### config.mk
export PLATFORM = sky130hd
export DESIGN_NAME = uart_tx_feeder
export DESIGN_NICKNAME = d
export VERILOG_FILES = /design/src/rtl/uart_tx_feeder.sv
export SDC_FILE = /design/constraint.sdc
export NUM_CORES = 1
export LEC_CHECK = 0
export ABC_AREA = 0
export BUFFER_PORTS_ARGS = -buffer_cell sky130_fd_sc_hd__buf_2
export CORE_UTILIZATION = 50
export CTS_BUF_LIST = sky130_fd_sc_hd__clkbuf_4 sky130_fd_sc_hd__clkbuf_8
export DETAILED_ROUTE_END_ITERATION = 8
export PLACE_DENSITY = 0.67
export SLEW_MARGIN = 20
export SYNTH_ARGS = -nofsm -noshare
export SYNTH_HDL_FRONTEND = slang
export SYNTH_SLANG_ARGS = --single-unit
### constraint.sdc
create_clock -name clk -period 8.4 [get_ports clk]
set_clock_uncertainty 0.1 [all_clocks]
set_input_delay 1.26 -clock clk [delete_from_list [all_inputs] [get_ports clk]]
set_output_delay 1.26 -clock clk [all_outputs]
set_load 0.02 [all_outputs]
### src/rtl/uart_tx_feeder.sv
// uart_tx_feeder: byte FIFO plus sequencer that hands one byte at a time to an
// 8-bit UART transmitter and waits for its done pulse before sending the next.
module uart_tx_feeder #(
   parameter int unsigned DEPTH       = 16,
   parameter int unsigned CLK_PER_BIT = 5208,
   parameter int unsigned GAP_CYCLES  = 0
) (
   input  logic                   clk,
   input  logic                   rst_n,
   input  logic                   wr_en,
   input  logic [7:0]             wr_data,
   output logic                   full,
   output logic                   empty,
   output logic [$clog2(DEPTH):0] count,
   output logic                   overflow,
   output logic                   tx_enable,
   output logic [7:0]             tx_data,
   input  logic                   tx_done,
   output logic                   busy
);

   localparam int unsigned PTR_W     = $clog2(DEPTH);
   localparam int unsigned CNT_W     = PTR_W + 1;
   // One full frame (start + 8 data + stop) plus margin for a frame already in flight
   localparam int unsigned GUARD_LEN = 10 * CLK_PER_BIT + 2;
   localparam int unsigned GUARD_W   = $clog2(GUARD_LEN);
   localparam int unsigned GAP_LAST  = (GAP_CYCLES > 0) ? GAP_CYCLES - 1 : 0;
   localparam int unsigned GAP_W     = (GAP_CYCLES > 1) ? $clog2(GAP_CYCLES) : 1;

   typedef enum logic [2:0] {
      ST_GUARD,
      ST_IDLE,
      ST_SEND,
      ST_WAIT,
      ST_GAP
   } state_t;

   state_t             state_q,     state_d;
   logic [7:0]         mem_q [DEPTH];
   logic [PTR_W-1:0]   wr_ptr_q,    wr_ptr_d;
   logic [PTR_W-1:0]   rd_ptr_q,    rd_ptr_d;
   logic [CNT_W-1:0]   count_q,     count_d;
   logic               overflow_q,  overflow_d;
   logic               tx_enable_q, tx_enable_d;
   logic [7:0]         tx_data_q,   tx_data_d;
   logic [GUARD_W-1:0] guard_cnt_q, guard_cnt_d;
   logic [GAP_W-1:0]   gap_cnt_q,   gap_cnt_d;

   logic               full_c;
   logic               push_c;
   logic               pop_c;

   // Occupancy decode; a pop on the same edge never frees room for a push
   assign full_c = (count_q == CNT_W'(DEPTH));
   assign push_c = wr_en && !full_c;
   assign pop_c  = (state_q == ST_IDLE) && (count_q != '0);

   // FIFO pointer, occupancy and sticky overflow next-state
   always_comb begin
      wr_ptr_d   = wr_ptr_q;
      rd_ptr_d   = rd_ptr_q;
      count_d    = count_q;
      overflow_d = overflow_q;
      if (push_c) begin
         wr_ptr_d = wr_ptr_q + PTR_W'(1);
      end
      if (pop_c) begin
         rd_ptr_d = rd_ptr_q + PTR_W'(1);
      end
      if (wr_en && full_c) begin
         overflow_d = 1'b1;
      end
      case ({push_c, pop_c})
         2'b10:   count_d = count_q + CNT_W'(1);
         2'b01:   count_d = count_q - CNT_W'(1);
         default: count_d = count_q;
      endcase
   end

   // Sequencer next-state: guard after reset, then pop/enable/wait/gap per byte
   always_comb begin
      state_d     = state_q;
      tx_enable_d = 1'b0;
      tx_data_d   = tx_data_q;
      guard_cnt_d = guard_cnt_q;
      gap_cnt_d   = gap_cnt_q;
      unique case (state_q)
         ST_GUARD: begin
            if (tx_done || (guard_cnt_q == GUARD_W'(GUARD_LEN - 1))) begin
               state_d = ST_IDLE;
            end else begin
               guard_cnt_d = guard_cnt_q + GUARD_W'(1);
            end
         end
         ST_IDLE: begin
            if (pop_c) begin
               tx_enable_d = 1'b1;
               tx_data_d   = mem_q[rd_ptr_q];
               state_d     = ST_SEND;
            end
         end
         ST_SEND: begin
            state_d = ST_WAIT;
         end
         ST_WAIT: begin
            if (tx_done) begin
               if (GAP_CYCLES > 0) begin
                  state_d   = ST_GAP;
                  gap_cnt_d = '0;
               end else begin
                  state_d = ST_IDLE;
               end
            end
         end
         ST_GAP: begin
            if (gap_cnt_q == GAP_W'(GAP_LAST)) begin
               state_d = ST_IDLE;
            end else begin
               gap_cnt_d = gap_cnt_q + GAP_W'(1);
            end
         end
         default: begin
            state_d = ST_GUARD;
         end
      endcase
   end

   // FIFO storage; contents need no reset since pointers are cleared
   always_ff @(posedge clk) begin
      if (push_c) begin
         mem_q[wr_ptr_q] <= wr_data;
      end
   end

   // State and output registers with synchronous active-low reset
   always_ff @(posedge clk) begin
      if (!rst_n) begin
         state_q     <= ST_GUARD;
         wr_ptr_q    <= '0;
         rd_ptr_q    <= '0;
         count_q     <= '0;
         overflow_q  <= 1'b0;
         tx_enable_q <= 1'b0;
         tx_data_q   <= 8'h00;
         guard_cnt_q <= '0;
         gap_cnt_q   <= '0;
      end else begin
         state_q     <= state_d;
         wr_ptr_q    <= wr_ptr_d;
         rd_ptr_q    <= rd_ptr_d;
         count_q     <= count_d;
         overflow_q  <= overflow_d;
         tx_enable_q <= tx_enable_d;
         tx_data_q   <= tx_data_d;
         guard_cnt_q <= guard_cnt_d;
         gap_cnt_q   <= gap_cnt_d;
      end
   end

   // Status derived from registered count and state
   assign full      = full_c;
   assign empty     = (count_q == '0);
   assign busy      = (state_q != ST_IDLE) || (count_q != '0);
   assign count     = count_q;
   assign overflow  = overflow_q;
   assign tx_enable = tx_enable_q;
   assign tx_data   = tx_data_q;

endmodule

# Yosys cells after proc, flatten, opt, wreduce, memory -nomap -nowiden
# Memory sizes are Yosys's and may differ from the RTL's. A register that Yosys moved wholly into a read port is not among the register bits.
# Index checks and enable logic that the tools add are counted.
# op_classes
addsub	6
n_eq_ne	13
mux	10
n_bitwise	1
n_reduce_logical	15
# ops
cell	n
16-bit by 1-bit adder with 16-bit output, second input constant	1
16-bit == test, second input constant	1
3-bit one-hot mux with 5 select lines	1
3-bit two-way mux	4
5-bit one-hot mux with 2 select lines	1
4-bit by 1-bit adder with 4-bit output, second input constant	2
2-bit inequality test, second input constant	4
3-bit by 2-bit == test with 1-bit output, second input constant	2
2-bit AND reduction	3
5-bit by 1-bit adder with 5-bit output, second input constant	1
5-bit == test, second input constant	1
5-bit logical NOT	1
5-bit nonzero test	1
5-bit by 1-bit subtractor with 5-bit output, second input constant	1
1-bit two-way mux	4
4-bit AND reduction	1
3-bit by 1-bit == test with 1-bit output, second input constant	1
3-bit == test, second input constant	1
1-bit logical AND	3
3-bit logical NOT	1
3-bit by 1-bit inequality test with 1-bit output, second input constant	1
2-bit by 1-bit == test with 1-bit output, second input constant	1
2-bit == test, second input constant	1
1-bit logical NOT	2
other kinds (4)	5
# totals
register_bits	35
ram_bits	128
input_bits	12
out_inout_bits	18
wordCells	54
memories	1
# memory_table
memory	words	word_bits	read_ports	rd_clocked_by_memory_dff	write_ports	line_no	text
mem_q	16	8	1	1	1	39	logic [7:0] mem_q [DEPTH];

# Logic depth before layout (Yosys ltp)
# Gate-level depths: netlist of run 1.
# depth
word_depth	5
depth_mapped	12
depth_no_buf	10

# Worst setup path after synthesis of run 1
# OpenSTA, ideal clock, no wires.
# synth_timing
kind	input-to-reg
start	in wr_en
end	reg count_q[4] (netlist: count[4])
setup_time_ps	72
arrival_time_ps	3355
t_required_ps	8228
slack_ps	4874
cell_stages	11
n_path_buf	1
path_cell_list	inv_1 a21oi_1 inv_1 ha_1 clkbuf_1 xor2_1 ha_1 a21oi_1 or3b_2 a31oi_1 mux2i_1
# synth_between
elab_chain_len	3
elab_cells_between_ends	5
cone_classes	eq/ne: 2; mux: 1; reduce/logical: 2
# synth_rtl
item	line_no	text
from (decl)	10	input logic wr_en,
1-bit logical AND *	55	assign push_c = wr_en && !full_c;
2-bit by 1-bit == test with 1-bit output or 2-bit == test (tied branches)	73	case ({push_c, pop_c})
5-bit one-hot mux with 2 select lines or 2-bit nonzero test (tied branches)	-	
to (signal assigned)	151	count_q <= count_d;
to (decl)	42	logic [CNT_W-1:0] count_q, count_d;
# Mark *: on every way between the ends. The rest lies on a longest branch, timed or not.
# A chain may end at the register's enable or synchronous reset.

# Worst setup path in the final report of run 1
# Ends and elaborated chain as after synthesis.

==> metrics, run 1 <==
Worst slew margin 21.3%; vias per cell 5.84; setup_tns 0 ns; post-synthesis cell area 0.00707 mm²; outcome finished, final reports clean; via count 4278; ys flop type edfxtp_1; top cell type by total area after synthesis edfxtp_1; mux share of post-synthesis cell area 10.6%; Post-Synthesis Cells 518; share of the synthesized area in the top cell type 54.3%; Rows 43; Worst Setup Start Kind input port; largest cells by area after synthesis edfxtp_1 (54%), dfxtp_1 (12%), mux2i_1 (11%); CP cell instances buf_2 -> inv_1 -> a21oi_1 -> inv_1 -> ha_1 -> xor2_1 -> ha_1 -> a21oi_1 -> or3b_2 -> a31oi_1 -> mux2i_1; PD cells 250 mW/mm²; initial core utilization 51.2%; Syn. warnings 0; Num Clock Sinks 169; H-tree Lvls 4; largest family of logic cells by synthesized area multiplexers; Post-Syn Nets 544; endpoint class of the critical path register; Total GRT Usage 21.2%; CP max-delay cell a21oi_1; CP arrival 3.79 ns; chip width 121 µm; crit-path max FO 9; Antenna Cells 0; die area 0.0146 mm²; core area 0.0138 mm²; Max VDD drop 0.139 mV; critical path type input port to register; post-synthesis compound-gate area fraction 7.64%; Worst Hold Class register to register; Clock Tree Root clkbuf_8; Slew Viols, Final 0; RSZ-0062 raised after global routing no; Post-Syn Area per Cell 13.7 µm²; IO Port Bufs 29; TritonCTS clock tree yes; first-pass GRT wire length 22400 µm; post-CTS repair timing setup buffer count 0; pin count of the biggest net entering global routing 67; Overflow after GRT 0; antenna viol nets, final 0; Final Cycle Share 41.7%; Hold-fix buffers, CTS 0; growth of design area from synthesis to finish 10.4%; CTS Buf Count 17; 1st-pass router iterations 6; Max clock buf depth 2; most common library cells after synthesis edfxtp_1 (128), mux2i_1 (75), dfxtp_1 (41); DRC violations left 0; initial antenna violation count 0; DRT iter0 DRCs 464; total I/O pin count 30; share of layout cells above drive strength 1 13.6%; Avg WL per Cell 19.7 µm; fin nets 566; Total Wirelength 14500 µm; Fin. Hold Viols 0; number of max-cap violations 0; hpwl dp 9210 µm; Synth Area in XOR/XNOR 1.11%; CTS clock-pin slew for the worst setup and hold paths 0.09 ns; LEAKAGE 2.51 nW; GP Congestion 0.742; number of synthesized flops with an enable pin 128; Yosys reg bits 169; clock latency on the worst-skew pair 0.46 ns; fmax 286 MHz; register area share after synthesis 65.9%; count leader, synth edfxtp_1; Post-Synth Adder-Cell Area 2.48%; Post-synth ARST share 0%; CP required 8.69 ns; min Tclk post-route 3.50 ns; Worst Tran Pin Value 1.17 ns; Synth Area in Simple Gates 9.78%; vias in the first global route 4066; power after layout 0.00195 W; Die Ht 121 µm; post_cts resized 0; post-synth cell types 44; CP peak stage delay 0.48 ns; setup violators final 0
## cell type report
cell class | count | area, µm²
clock buffers | 17 | 234
fillers | 1115 | 6020
flip-flops and latches | 169 | 4670
well taps | 180 | 225
inverters | 11 | 41.3
clock inverters | 15 | 191
repair buffers | 33 | 201
multi-input cells | 308 | 2250
## kinds of logic (layout without fill, tap and decap cells)
| group | count (synthesis) | in the layout |
|---|---|---|
| DFF | 169 | 169 |
| adders and majority gates | 14 | 14 |
| muxes | 75 | 75 |
| xor gates and xnor gates | 9 | 9 |
| AOI/OAI and AO/OA | 89 | 89 |
| buffers and inverters | 41 | 76 |
| and+or+nand+nor | 121 | 121 |
## sequential cells by signal (all words and copies together), names as in the netlist
signal / flops
count: 5
guard_cnt_q: 16
mem_q: 128
overflow: 1
rd_ptr_q: 4
state_q: 2
tx_data: 8
tx_enable: 1
wr_ptr_q: 4
## per-stage QoR
stage / cells / hold WS, ns / area, µm² / utilization (%) / setup slack, ns
3_5_place_dp: 699 / 0.354 / 7330 / 53.0 / 4.44
3_3_place_gp: 699 / 0.347 / 7330 / 53.0 / 4.57
2_1_floorplan: 518 / 0.343 / 7070 / - / 4.87
6_report: 733 / 0.369 / 7810 / 56.5 / 4.90
4_1_cts: 731 / 0.376 / 7760 / 56.1 / 4.94
5_1_grt: 733 / 0.411 / 7810 / 56.5 / 4.65
## placed cells by master (no fill, tap or decap), types with 8 or more instances in the layout
cell type    n
ha_1        14
nand2_1     19
nand3_1     10
o22ai_1     32
o31ai_1      8
nand2b_1    10
inv_1       11
nor4_1      11
buf_2       29
nor2_1      25
o21ai_0     13
a21oi_1     26
or4_1        9
dfxtp_1     40
mux2i_1     75
edfxtp_1   128
clkbuf_8    18
## where the power goes
part / leakage (nW) / switching (W) / internal, W
combinational: 0.798 / 0.000217 / 0.000124
clock: 0.220 / 0.000314 / 0.000302
sequential: 1.49 / 0.0000430 / 0.000949
## critical path, delay by kind of cell
kind                     cells  cell delay, ns
XOR/XNOR                     1            0.19
AND/OR/NAND/NOR              1            0.44
AO/OA/AOI/OAI                3            0.79
adder cells (fa/ha/maj)      2            0.59
multiplexers                 1            0.21
buffers and inverters        3            0.30
## final timing paths
check	start	to	slack, ns	depth (start not counted)
setup / recovery	wr_en	count[4]	4.90	11
setup reg to reg	count[1]	count[4]	4.96	10
hold / removal	overflow	overflow	0.37	2
hold reg to reg	overflow	overflow	0.37	2
## per-layer routing
layer / wire, µm / track usage, % / share of wire [%]
met4: 269 / 8.10 / 1.9
met1: 6660 / 28.4 / 46
met3: 648 / 5.92 / 4.5
met2: 6880 / 32.7 / 48
met5: 0 / 0 / 0
(Power assumes the default switching activity.)
==> run 2, diff against run 1 <==
PLACE_DENSITY = 0.69   (was 0.67)
clock period = 2.98 ns   (was 8.4 ns; I/O delays follow)
==> run 2 against run 1 <==
Non-clock buffer count increased by 14. Combinational power increased to 2.9 times the previous value. Utilization increased by 0.75 points. Register-to-register slack got worse by 4.7 ns. Critical path depth decreased by 1. Total power increased to 2.8 times the previous value. Critical endpoint unchanged. Via count increased by 1.2%. Hold slack got worse by 0.20 ns. Sequential power increased to 2.8 times the previous value.
==> metrics, run 2 (synthesis results as in run 1) <==
Fin. Hold Viols 0 (unchanged); crit-path max FO 9 (unchanged); number of flip-flops in the largest register 128 (unchanged); antenna viol nets, final 0 (unchanged); sequential power share 51.1% (was 50.9%); hold_sp wr_en (was overflow); initial core utilization 51.2% (unchanged); core area 0.0138 mm² (unchanged); Int Pwr 0.00390 W (was 0.00137 W); startpoint of the worst register-to-register path count[3] (was count[1]); most frequent cells in the layout edfxtp_1 (128), mux2i_1 (75), dfxtp_1 (37) (was edfxtp_1 (128), mux2i_1 (75), dfxtp_1 (40)); DRT iter0 DRCs 382 (was 464); Max clock buf depth 2 (unchanged); hold path cells 3 (was 2); via count 4328 (was 4278); LEAKAGE 2.57 nW (was 2.51 nW); commonest non-fill, non-tap cell in the layout edfxtp_1 (unchanged); Hold Path End overflow (unchanged); share of layout cells above drive strength 1 16.2% (was 13.6%); Worst slew margin 50.3% (was 21.3%); critical path type register to register (was input port to register); Largest Register mem_q (unchanged); chip width 121 µm (unchanged); Antenna Cells 0 (unchanged); PD cells 696 mW/mm² (was 250 mW/mm²); 1st-pass router iterations 4 (was 6); initial antenna violation count 0 (unchanged); Psw 0.00161 W (was 0.000574 W); cells on worst reg2reg path 10 (unchanged); Max VDD drop 0.343 mV (was 0.139 mV); CP required 3.27 ns (was 8.69 ns); design area 0.00791 mm² (was 0.00781 mm²); Worst Tran Pin Value 0.743 ns (was 1.17 ns); clock latency on the worst-skew pair 0.45 ns (was 0.46 ns); GP Congestion 0.776 (was 0.742); fmax 367 MHz; fin nets 580 (was 566); setup violators final 0 (unchanged); Final Cycle Share 91.5%; hpwl dp 9410 µm (was 9210 µm); CTS clock-pin slew for the worst setup and hold paths 0.09 ns (about the same); Worst Setup Start Kind register (was input port); Filler Cell Count 1065 (was 1115); Total Wirelength 14300 µm (was 14500 µm); Reg area 0.00467 mm² (about the same); min Tclk post-route 2.73 ns; pin count of the biggest net entering global routing 33 (was 67); outcome finished, final reports clean (unchanged); endpoint class of the critical path register (unchanged); Total GRT Usage 21.0% (was 21.2%); Overflow after GRT 0 (unchanged); TritonCTS clock tree yes (unchanged); Avg WL per Cell 19.2 µm (was 19.7 µm); Rows 43 (unchanged); CTS Buf Count 17 (unchanged); Clock Tree Root clkbuf_8 (unchanged); growth of design area from synthesis to finish 11.9% (was 10.4%); Comb power frac 18.0% (was 17.5%); setup_tns 0 ns (unchanged); DRC violations left 0 (unchanged); vias in the first global route 4214 (was 4066); FF-to-FF End count[4] (unchanged); die area 0.0146 mm² (unchanged); IO Port Bufs 29 (unchanged); number of max-cap violations 0 (unchanged); Num Clock Sinks 169 (unchanged); H-tree Lvls 4 (unchanged); area occupied by multi-input gates 0.00226 mm² (was 0.00225 mm²); Clock Power Share 31.0% (was 31.6%); # placed instances 715 (was 699); vias per cell 5.79 (was 5.84); Die Ht 121 µm (unchanged); Slew Viols, Final 0 (unchanged); first-pass GRT wire length 22400 µm (about the same); final std cells w/o fill 747 (was 733); Worst Hold Class input port to register (was register to register); FF-to-FF setup slack 0.25 ns (was 4.96 ns); CP arrival 3.01 ns (was 3.79 ns); dpl cell area 0.00748 mm² (was 0.00733 mm²); RSZ-0062 raised after global routing no (unchanged); switching share of power 29.2% (was 29.5%); total I/O pin count 30 (unchanged)
[run 2: cell types whose count changed in the layout (fill, tap and decap cells not counted), sizes merged]
cell      before  now
clkinv         6    5
clkinvlp       0    1
buf           32   47
clkbuf        18   17
[run 2: power by group through the flow]
stage / registers (W) / clock network, W / logic (W)
final: 0.00281 / 0.00171 / 0.000989
after global routing: 0.00284 / 0.00183 / 0.00108
after detailed placement: 0.00286 / 0 / 0.000992
after global placement: 0.00285 / 0 / 0.000964
after CTS: 0.00281 / 0.00174 / 0.000996
after floorplan: 0.00290 / 0 / 0.000622
[run 2: routing by layer]
| layer | share of wire, % | wire length, µm | GRT usage (%) |
|---|---|---|---|
| met3 | 5.6 | 808 | 4.46 |
| met5 | 0 | 0 | 0 |
| met1 | 43 | 6110 | 27.0 |
| met2 | 50 | 7110 | 34.2 |
| met4 | 2.0 | 290 | 9.26 |
[run 2: final cells by class]
cell class	count	share of cell area, %
inverters	11	0.522
flip-flops and latches	169	59.0
repair buffers	47	3.70
clock buffers	17	2.96
well taps	180	2.85
multi-input cells	308	28.6
clock inverters	15	2.36
[run 2: through the flow]
step                      utilization [%]  hold slack, ns  total power [W]  worst slack [ns]
after floorplan                         -           0.343          0.00352            0.0165
after global placement               54.1           0.346          0.00381             0.289
after detailed placement             54.1           0.363          0.00385             0.208
after CTS                            57.2           0.142          0.00554             0.180
after global routing                 57.2           0.184          0.00575           0.00751
final                                57.2           0.166          0.00551             0.255
[run 2: how the worst max path moves through the flow]
stage / start / endpoint / slack [ns] / cells past startpoint
floorplan: count[1] / count[4] / 0.02 / 12
global placement: count[1] / count[4] / 0.29 / 10
detailed placement: count[1] / count[4] / 0.21 / 10
CTS: count[1] / count[4] / 0.18 / 10
global route: count[3] / count[4] / 0.008 / 10
finish: count[3] / count[4] / 0.25 / 10
[run 2: timing repair]
action,4_1_cts,5_1_grt
resized for setup,0,3
buffers inserted,0,0
hold buffers,0,0
setup endpoints to repair,0,1
[run 2: critical path: stages (launching register included)]
cell,delay (ns)
dfxtp_1,0.50
nor4_4,0.08
a21oi_2,0.30
inv_1,0.11
ha_1,0.24
xor2_1,0.14
ha_1,0.25
a21oi_1,0.08
or3b_2,0.44
a31oi_1,0.23
mux2i_1,0.19
